**src/rtl/dmem_arbiter.sv**
```systemverilog
// Two-port arbiter in front of the single-port data memory: pipeline (p_) has fixed priority,
// debug (d_) is forced in after STARVE_MAX straight losses. Optional DMEM_ARB_LOCK_EN adds d_lock.
module dmem_arbiter #(
  parameter int unsigned ADDR_W     = 8,
  parameter int unsigned DATA_W     = 32,
  parameter int unsigned STARVE_MAX = 4
) (
  input  logic              clock,
  input  logic              reset_n,
  input  logic              p_req,
  input  logic              p_we,
  input  logic [ADDR_W-1:0] p_addr,
  input  logic [DATA_W-1:0] p_wdata,
  output logic [DATA_W-1:0] p_rdata,
  output logic              p_ready,
  input  logic              d_req,
  input  logic              d_we,
  input  logic [ADDR_W-1:0] d_addr,
  input  logic [DATA_W-1:0] d_wdata,
  output logic [DATA_W-1:0] d_rdata,
  output logic              d_ack,
  output logic              mem_en,
  output logic              mem_we,
  output logic [ADDR_W-1:0] mem_addr,
  output logic [DATA_W-1:0] mem_wdata,
  input  logic [DATA_W-1:0] mem_rdata,
  output logic              owner
`ifdef DMEM_ARB_LOCK_EN
  ,
  input  logic              d_lock
`endif
);

  localparam logic [3:0] StarveMax = 4'(STARVE_MAX);

  typedef enum logic {StArb, StResp} state_e;

  state_e     state_q, state_d;
  logic [3:0] starve_cnt_q, starve_cnt_d;
  logic       owner_q, owner_d;
  logic       grant_d, grant_p, lock_active;

`ifdef DMEM_ARB_LOCK_EN
  logic lock_q, lock_d;
  assign lock_active = lock_q & d_lock & d_req;
`else
  assign lock_active = 1'b0;
`endif

  // Grants only exist in the issue phase; RESP ignores requester inputs entirely.
  assign grant_d = (state_q == StArb) & d_req &
                   (lock_active | ~p_req | (starve_cnt_q == StarveMax));
  assign grant_p = (state_q == StArb) & p_req & ~grant_d;

  always_ff @(posedge clock) begin
    if (!reset_n) begin
      state_q      <= StArb;
      starve_cnt_q <= 4'd0;
      owner_q      <= 1'b0;
`ifdef DMEM_ARB_LOCK_EN
      lock_q       <= 1'b0;
`endif
    end else begin
      state_q      <= state_d;
      starve_cnt_q <= starve_cnt_d;
      owner_q      <= owner_d;
`ifdef DMEM_ARB_LOCK_EN
      lock_q       <= lock_d;
`endif
    end
  end

  always_comb begin
    state_d      = state_q;
    starve_cnt_d = starve_cnt_q;
    owner_d      = owner_q;
`ifdef DMEM_ARB_LOCK_EN
    lock_d       = lock_q;
`endif
    unique case (state_q)
      StArb: begin
        if (grant_d || grant_p) begin
          state_d = StResp;
          owner_d = grant_d;
          if (grant_d || !d_req) begin
            starve_cnt_d = 4'd0;
          end else if (starve_cnt_q != StarveMax) begin
            starve_cnt_d = starve_cnt_q + 4'd1;
          end
`ifdef DMEM_ARB_LOCK_EN
          lock_d = grant_d & d_lock;
`endif
        end else begin
`ifdef DMEM_ARB_LOCK_EN
          lock_d = 1'b0;
`endif
        end
      end
      StResp: state_d = StArb;
      default: state_d = StArb;
    endcase
  end

  // Outputs are gated by reset_n so nothing leaks out while reset is held.
  always_comb begin
    mem_en    = 1'b0;
    mem_we    = 1'b0;
    mem_addr  = '0;
    mem_wdata = '0;
    p_ready   = 1'b0;
    p_rdata   = '0;
    d_ack     = 1'b0;
    d_rdata   = '0;
    if (reset_n) begin
      if (grant_d) begin
        mem_en    = 1'b1;
        mem_we    = d_we;
        mem_addr  = d_addr;
        mem_wdata = d_wdata;
      end else if (grant_p) begin
        mem_en    = 1'b1;
        mem_we    = p_we;
        mem_addr  = p_addr;
        mem_wdata = p_wdata;
      end
      if (state_q == StResp) begin
        if (owner_q) begin
          d_ack   = 1'b1;
          d_rdata = mem_rdata;
        end else begin
          p_ready = 1'b1;
          p_rdata = mem_rdata;
        end
      end
    end
  end

  assign owner = owner_q;

endmodule

```
**config.mk**
```make
export PLATFORM = sky130hd
export DESIGN_NAME = dmem_arbiter
export DESIGN_NICKNAME = d
export VERILOG_FILES = /design/src/rtl/dmem_arbiter.sv
export SDC_FILE = /design/constraint.sdc
export NUM_CORES = 1
export LEC_CHECK = 0
export CORE_AREA = 2 2 89 91
export DETAILED_ROUTE_END_ITERATION = 10
export DIE_AREA = 0 0 91 93
export PLACE_DENSITY = 0.78
export SYNTH_ARGS = -nofsm -noshare
export SYNTH_HDL_FRONTEND = slang
export SYNTH_SLANG_ARGS = --single-unit
```
**constraint.sdc**
```tcl
create_clock -name clock -period 2.15 [get_ports clock]
set_input_delay 0.43 -clock clock [delete_from_list [all_inputs] [get_ports clock]]
set_output_delay 0.43 -clock clock [all_outputs]
set_load 0.02 [all_outputs]
```
# Word level (Yosys, flattened, before mapping)

Index checks and enable logic that the tools add are counted.

Logic and storage cells: 48
Output and inout port bits: 109
Bits of input ports: 118
Flip-flop bits (word level): 6

Muxes and demuxes: 28
Add/subtract/negate cells: 1
Reduce and logical (&&, ||, !) cells: 6
Eq/ne operators: 2
Bitwise logic cells: 8

Operators by type and width:

| operator            | count |
|---|---|
| $mux 32             | 9 |
| $mux 8              | 3 |
| $mux 1              | 13 |
| $mux 4              | 2 |
| $add 4x1->4 const B | 1 |
| $and 1x1->1         | 4 |
| $eq 4x3->1 const B  | 1 |
| $ne 4x3->1 const B  | 1 |
| $not 1->1           | 3 |
| $reduce_and 3->1    | 1 |
| $logic_or 1x1->1    | 2 |
| $pmux 1 s2          | 1 |
| $reduce_and 2->1    | 1 |
| $reduce_bool 2->1   | 1 |
| $logic_not 1->1     | 1 |
| $or 1x1->1          | 1 |

# Depth between registers and ports, before layout

Gate-level depths: netlist of the first run.

Depth in word-level cells: 8
Gate-level depth with buffers: 6
Mapped depth without buffers: 5

# Least setup slack after synthesis of the first run

Ideal clock, no wire load.

Path type: register to output
Start point: reg starve_cnt_q[0]
End point: out mem_addr[0]
Data required time: 1720 ps
Arrival time: 1624 ps
Path buffers: 1
Cell stages (with the launch flop): 7
Slack: 96 ps
Cell sequence: dfxtp_1 -> inv_1 -> ha_1 -> nor2b_1 -> a311o_2 -> buf_6 -> o22ai_2

Word-level cells in the longest chain between the ends: 8

RTL lines:

| item                     | RTL line | text |
|---|---|---|
| start: declaration       | 39       | `logic [3:0] starve_cnt_q, starve_cnt_d;` |
| start signal: assignment | 65       | `starve_cnt_q <= starve_cnt_d;` |
| $eq 4x3->1 *             | 52       | `(lock_active \| ~p_req \| (starve_cnt_q == StarveMax));` |
| $or 1x1->1 *             | 52       |  |
| $and 1x1->1 *            | 51       | `assign grant_d = (state_q == StArb) & d_req &` |
| $not 1->1                | 53       | `assign grant_p = (state_q == StArb) & p_req & ~grant_d;` |
| $and 1x1->1              | 53       |  |
| $mux 8                   | 120      | `end else if (grant_p) begin` |
| $mux 8 *                 | 115      | `if (grant_d) begin` |
| $mux 8 *                 | 114      | `if (reset_n) begin` |
| end: declaration         | 24       | `output logic [ADDR_W-1:0] mem_addr,` |

Mark *: on every way between the ends. The rest lies on a longest branch, timed or not.

# Final worst setup path of the first run

Start point: reg starve_cnt_q[0]
End point: out mem_wdata[11]

Word-level cells in the longest chain between the ends: 8

RTL lines:

| item             | RTL line | text |
|---|---|---|
| $eq 4x3->1 *     | 52       |  |
| $or 1x1->1 *     | 52       |  |
| $and 1x1->1 *    | 51       |  |
| $not 1->1        | 53       |  |
| $and 1x1->1      | 53       |  |
| $mux 32          | 120      |  |
| $mux 32 *        | 115      |  |
| $mux 32 *        | 114      |  |
| end: declaration | 25       | `output logic [DATA_W-1:0] mem_wdata,` |

Marked as above.

==> flow_metrics.py, run 1 <==
metrics = {
    "pwr": {
        "peakVddDrop_mv": 0.143,
        "power_density_nw_per_um2": 250,
        "p_leak_nw": 2.03,
        "power_mw": 1.12,
    },
    "yosys": {
        "synth_top_area_cell": "o22ai_2",
        "synth_seq_cells": 6,
        "seq_area_frac_synth_pct": 6.98,
        "synthMostInstantiatedCell": "nand2_1",
        "synth-async-reset-ratio_pct": 0,
        "synthDistinctLibCells": 27,
        "yosys-top-cells-count": "nand2_1, and2_1, o22ai_2",
        "synth_top_cells_by_area": "o22ai_2, and2_1, nand2_1",
        "syn_nets": 378,
        "synth_flop_cell": "dfxtp_1",
        "synth-edff-count": 0,
        "syn_area_um2": 1720,
        "syn_inst": 258,
        "synth.avg_cell_area_um2": 6.67,
        "yosys_warnings": 0,
        "yosysTopAreaCellShare_pct": 29.1,
    },
    "clocking": {
        "clkSinkCount": 6,
        "numCtsBuffers": 3,
        "cts_tree": "done",
        "clkTransAtPathRegs_ns": 0.04,
        "root_buffer": "clkbuf_8",
        "clkLatencyLatePin_ns": 0.23,
        "cts_htree_levels": 1,
        "cts_buffer_depth": 2,
    },
    "die": {
        "core_area_um2": 7530,
        "rows": 32,
        "start_util_pct": 22.9,
        "die_height_um": 93,
        "die_w_um": 91,
        "die-area_um2": 8460,
        "num_io_pins": 227,
    },
    "critical_path": {
        "cp.required_ns": 1.72,
        "setup.worst_path.class": "reg -> out",
        "cp_cell_sequence": "inv_2 > ha_4 > nor2b_4 > a311o_2 > clkbuf_16 > o22ai_2 > buf_6",
        "path_buf_inv": 3,
        "critPathTopFamily": "compound AO/OA/AOI/OAI gates",
        "cp.arrival_ns": 1.90,
        "worstSetupStartpointType": "flip-flop",
        "critPathSlowestCell": "a311o_2",
        "critPathMaxFanout": 14,
        "end_kind": "output pin",
        "max_stage_delay_ns": 0.47,
    },
    "timing": {
        "post-route-min-period_ns": 2.33,
        "maxSlewHeadroom_pct": 80.9,
        "rsz0062_at_grt": "true",
        "hold_violations": 0,
        "drv_slew": 0,
        "post-route-period-util_pct": 109,
        "layout_setup_ws_ns": -0.185,
        "setup_viol": 41,
        "worst_pin_slew_ns": 0.283,
        "fmaxAchievable_mhz": 428,
        "finalClockSkew_ns": 0.00206,
    },
    "finish": {
        "area_growth_pct": 161,
        "fin_cells": 599,
        "nets": 618,
        "fill_cells": 689,
        "drive_gt1_share_pct": 28.2,
    },
    "placed_design": {
        "dp_cells": 589,
        "port_buffers": 226,
        "place_hpwl_um": 6820,
        "gp_congestion": 0.770,
    },
    "routing": {
        "postRouteAntennaNets": 0,
        "viasPerCell": 4.56,
        "vias": 2734,
        "wire_per_inst_um": 14.6,
        "dr.pass1.iters": 4,
        "routed_wl_um": 8760,
        "drc_errors": 0,
        "dr.first_iter.drc_count": 57,
    },
    "global_route": {
        "grt_usage_pct": 19.2,
        "grt_pass1_vias": 2882,
        "grt_max_degree": 34,
        "overflow": 0,
        "antenna_found_initial": 1,
        "grt_pass1_wl_um": 13600,
    },
    "run_status": {
        "violations": "setup timing",
        "status": "finished, violations left",
    },
    "job": {
        "max_cap_violations": 0,
    },
    "hold_path": {
        "hold_path_class": "reg -> reg",
    },
}
==> timing repair <==
item,in CTS,in global routing
buffers inserted,3,0
hold buffers,0,0
endpoints found under the setup margin,108,72
gates cloned,2,1
resized for setup,343,29
pin swaps,13,1
==> flip-flops by register name (all words and copies together), names as in the netlist <==
| name | flops |
|---|---|
| owner | 1 |
| state_q | 1 |
| starve_cnt_q | 4 |
==> worst min-delay path, stage by stage, from the launching register on <==
cell and delay (ns):
dfxtp_1 0.33, nand3_1 0.07, o21ai_0 0.07
==> kinds of logic after synthesis <==
kind of cell,share of synthesized area (%)
flip-flops,6.98
AND/OR/NAND/NOR,48.3
buffers and inverters,9.08
adder cells (fa/ha/maj),1.45
AO/OA/AOI/OAI,34.2
==> metrics by stage <==
| step | setup TNS, ns | utilization (%) | area, um2 | worst slack [ns] | hold WS [ns] |
|---|---|---|---|---|---|
| after floorplan | 0 | - | 1720 | 0.0955 | 0.462 |
| after global placement | -53.06 | 56.7 | 4270 | -0.659 | 0.503 |
| after detailed placement | -53.95 | 56.7 | 4270 | -0.642 | 0.523 |
| after CTS | -6.93 | 59.6 | 4490 | -0.213 | 0.528 |
| after global routing | -8.44 | 59.7 | 4500 | -0.241 | 0.569 |
| final | -6.20 | 59.7 | 4500 | -0.185 | 0.528 |
==> routing by layer <==
layer	share of wire, %	vias to the layer above	track usage [%]	routed length, um
met5	0	-	0	0
met4	2.8	0	6.94	248
met3	8.7	22	5.00	763
met2	51	160	36.9	4470
met1	37	1210	20.0	3280
li1	-	1342	-	-
==> worst paths after layout <==
| path | from | endpoint | slack (ns) | cells after the start |
|---|---|---|---|---|
| max | starve_cnt_q[0] | mem_wdata[11] | -0.18 | 7 |
| min | owner | owner | 0.53 | 2 |
| max reg2reg | starve_cnt_q[0] | starve_cnt_q[3] | 0.48 | 8 |
| min reg2reg | owner | owner | 0.53 | 2 |
==> power by group <==
group	leakage (nW)	switching [mW]	internal [mW]
Combinational	1.96	0.364	0.469
Clock	0.0216	0.0515	0.120
Sequential	0.0498	0.00386	0.116
Total	2.03	0.419	0.705
==> placed cells by master, fill, tap and decap left out, types with 9 or more instances in the layout <==
cell             netlist  layout
clkdlybuf4s50_1        0     115
nand2_1               88      88
and2_1                65      64
dlygate4sd2_1          0      50
buf_6                  4      40
o22ai_2               40      27
buf_4                  0      25
o22ai_4                0      13
clkbuf_2               0       9
==> layout make-up <==
cell class	instances	area (um2)	share of cell area, %
timing repair buffer	260	2610	58.1
tap	102	128	2.84
multi-input combinational	222	1570	34.9
clock buffer	3	41.3	0.918
inverter	5	18.8	0.417
antenna	1	2.50	0.0557
sequential	6	123	2.73
Note: power is estimated with default switching activity, not from simulation.
==> run 2: changes to the inputs <==
Settings changed: GPL_TIMING_DRIVEN from default to 0.
Clock period 2.15 ns to 2.4 ns, I/O delays scaled along.
==> flow_metrics.py, run 2 (synthesized netlist as in run 1, its figures left out) <==
metrics = {
    "critical_path": {
        "max_stage_delay_ns": 0.51,
        "path_buf_inv": 3,
        "cp.required_ns": 1.92,
        "critPathMaxFanout": 10,
        "critPathSlowestCell": "a311o_2",
        "end_kind": "output pin",
        "setup.worst_path.class": "reg -> out",
        "cp.arrival_ns": 1.93,
        "worstSetupStartpointType": "flip-flop",
        "cp_cell_sequence": "inv_2 > ha_4 > nor2b_4 > a311o_2 > buf_8 > o22ai_2 > buf_6",
        "critPathTopFamily": "compound AO/OA/AOI/OAI gates",
    },
    "finish": {
        "layout_commonest_cell": "clkdlybuf4s50_1",
        "num_antenna_cells": 0,
        "drive_gt1_share_pct": 28.5,
        "largest_register_ffs": 4,
        "top_register": "starve_cnt_q",
        "fin_cells": 597,
        "final_cell_mix": "clkdlybuf4s50_1, nand2_1, and2_1, buf_6, dlygate4sd2_1",
        "nets": 617,
        "area_growth_pct": 157,
        "fin_area_um2": 4420,
    },
    "die": {
        "start_util_pct": 22.9,
        "die_height_um": 93,
        "core_area_um2": 7530,
        "die_w_um": 91,
        "num_io_pins": 227,
        "rows": 32,
        "die-area_um2": 8460,
    },
    "global_route": {
        "grt_max_degree": 11,
        "use_met1_pct": 20.3,
        "grt.busiest_layer": "met2",
        "met2_usage_pct": 37.4,
        "overflow": 0,
        "grt_pass1_vias": 2670,
        "grt_pass1_wl_um": 13200,
        "grt_usage_pct": 19.1,
        "antenna_found_initial": 0,
        "grt_use_met3_pct": 5.00,
    },
    "placed_design": {
        "dp_cells": 585,
        "gp_congestion": 0.777,
        "place_hpwl_um": 7100,
        "port_buffers": 225,
        "place_area_um2": 4100,
    },
    "routing": {
        "drc_errors": 0,
        "viasPerCell": 4.47,
        "routed_wl_um": 8670,
        "dr.pass1.iters": 4,
        "dr.first_iter.drc_count": 70,
        "wire_per_inst_um": 14.5,
        "vias": 2669,
        "postRouteAntennaNets": 0,
    },
    "timing": {
        "setup_viol": 2,
        "fmaxAchievable_mhz": 415,
        "finalClockSkew_ns": 0.00190,
        "drv_slew": 0,
        "rsz0062_at_grt": "true",
        "worst_pin_slew_ns": 0.397,
        "timing.hold.ws_ns": 0.540,
        "post-route-min-period_ns": 2.41,
        "hold_violations": 0,
        "post-route-period-util_pct": 100,
        "maxSlewHeadroom_pct": 73.5,
        "layout_setup_ws_ns": -0.00842,
    },
    "pwr": {
        "power_density_nw_per_um2": 221,
        "p_leak_nw": 1.89,
        "peakVddDrop_mv": 0.123,
    },
    "run_status": {
        "status": "finished, violations left",
        "violations": "setup timing",
    },
    "clocking": {
        "clkSinkCount": 6,
        "numCtsBuffers": 3,
        "cts_tree": "done",
        "cts_buffer_depth": 2,
        "root_buffer": "clkbuf_8",
        "holdBufCountCts": 0,
        "clkTransAtPathRegs_ns": 0.04,
        "clkLatencyLatePin_ns": 0.22,
        "cts_htree_levels": 1,
    },
    "hold_path": {
        "hold_path_class": "reg -> reg",
    },
    "job": {
        "max_cap_violations": 0,
    },
}
==> run 2: cell types whose count changed in the layout (fill, tap and decap cells not counted), sizes merged <==
cell	before	now
buf	74	62
dlymetal6s2s	1	0
clkdlybuf4s50	115	120
clkdlybuf4s15	9	28
clkbuf	14	16
dlygate4sd2	50	36
diode	1	0
==> run 2: worst reg2reg max path, stage by stage, from the launching register on <==
cell and delay [ns]:
dfxtp_2 0.34, inv_2 0.05, ha_4 0.15, buf_4 0.13, nand3b_1 0.11, or4b_1 0.44
a31oi_1 0.17
==> run 2: report_power, final <==
part           internal, mW  switching (mW)  leakage (nW)
Clock                 0.108          0.0444        0.0216
Sequential            0.104         0.00502        0.0498
Combinational         0.397           0.317          1.82
==> run 2: metrics by stage <==
step / utilization (%) / total power, mW / TNS [ns] / setup WS [ns]
after floorplan: - / 0.399 / 0 / 0.296
after global placement: 54.5 / 0.757 / -64.36 / -0.845
after detailed placement: 54.5 / 0.762 / -66.09 / -0.906
after CTS: 56.7 / 0.940 / -0.857 / -0.0771
after global routing: 58.7 / 1.04 / -1.30 / -0.0650
final: 58.7 / 0.975 / -0.0103 / -0.00842
==> run 2: final timing paths <==
| check | to | cells past startpoint | from | slack [ns] |
|---|---|---|---|---|
| max reg2reg | starve_cnt_q[3] | 6 | starve_cnt_q[1] | 0.94 |
| min reg2reg | owner | 2 | owner | 0.54 |
| min | owner | 2 | owner | 0.54 |
| max | mem_wdata[31] | 7 | starve_cnt_q[1] | -0.008 |
==> run 2: cell type report <==
class | count | area [um2]
Buffer | 25 | 190
Inverter | 5 | 18.8
Clock buffer | 3 | 41.3
Multi-Input combinational cell | 222 | 1570
Fill cell | 704 | 3110
Sequential cell | 6 | 123
Tap cell | 102 | 128
Timing Repair Buffer | 234 | 2350
==> run 2: routing by layer <==
| layer | share of wire (%) | up-vias |
|---|---|---|
| met1 | 37 | 1177 |
| met2 | 52 | 149 |
| met5 | 0 | - |
| met4 | 1.0 | 0 |
| li1 | - | 1337 |
| met3 | 9.6 | 6 |
==> run 2: what timing repair did <==
item / 4_1_cts / 5_1_grt
gates resized for setup: 319 / 81
pin swaps: 8 / 11
hold endpoints to repair: 0 / 0
gates cloned: 3 / 0
setup endpoints to repair: 108 / 44
setup buffers: 6 / 2
==> run 3: changes to the inputs <==
Settings changed: CAP_MARGIN from default to 15.
==> results of run 3 <==
The final DEF is identical to that of run 2; final timing and power are the same.
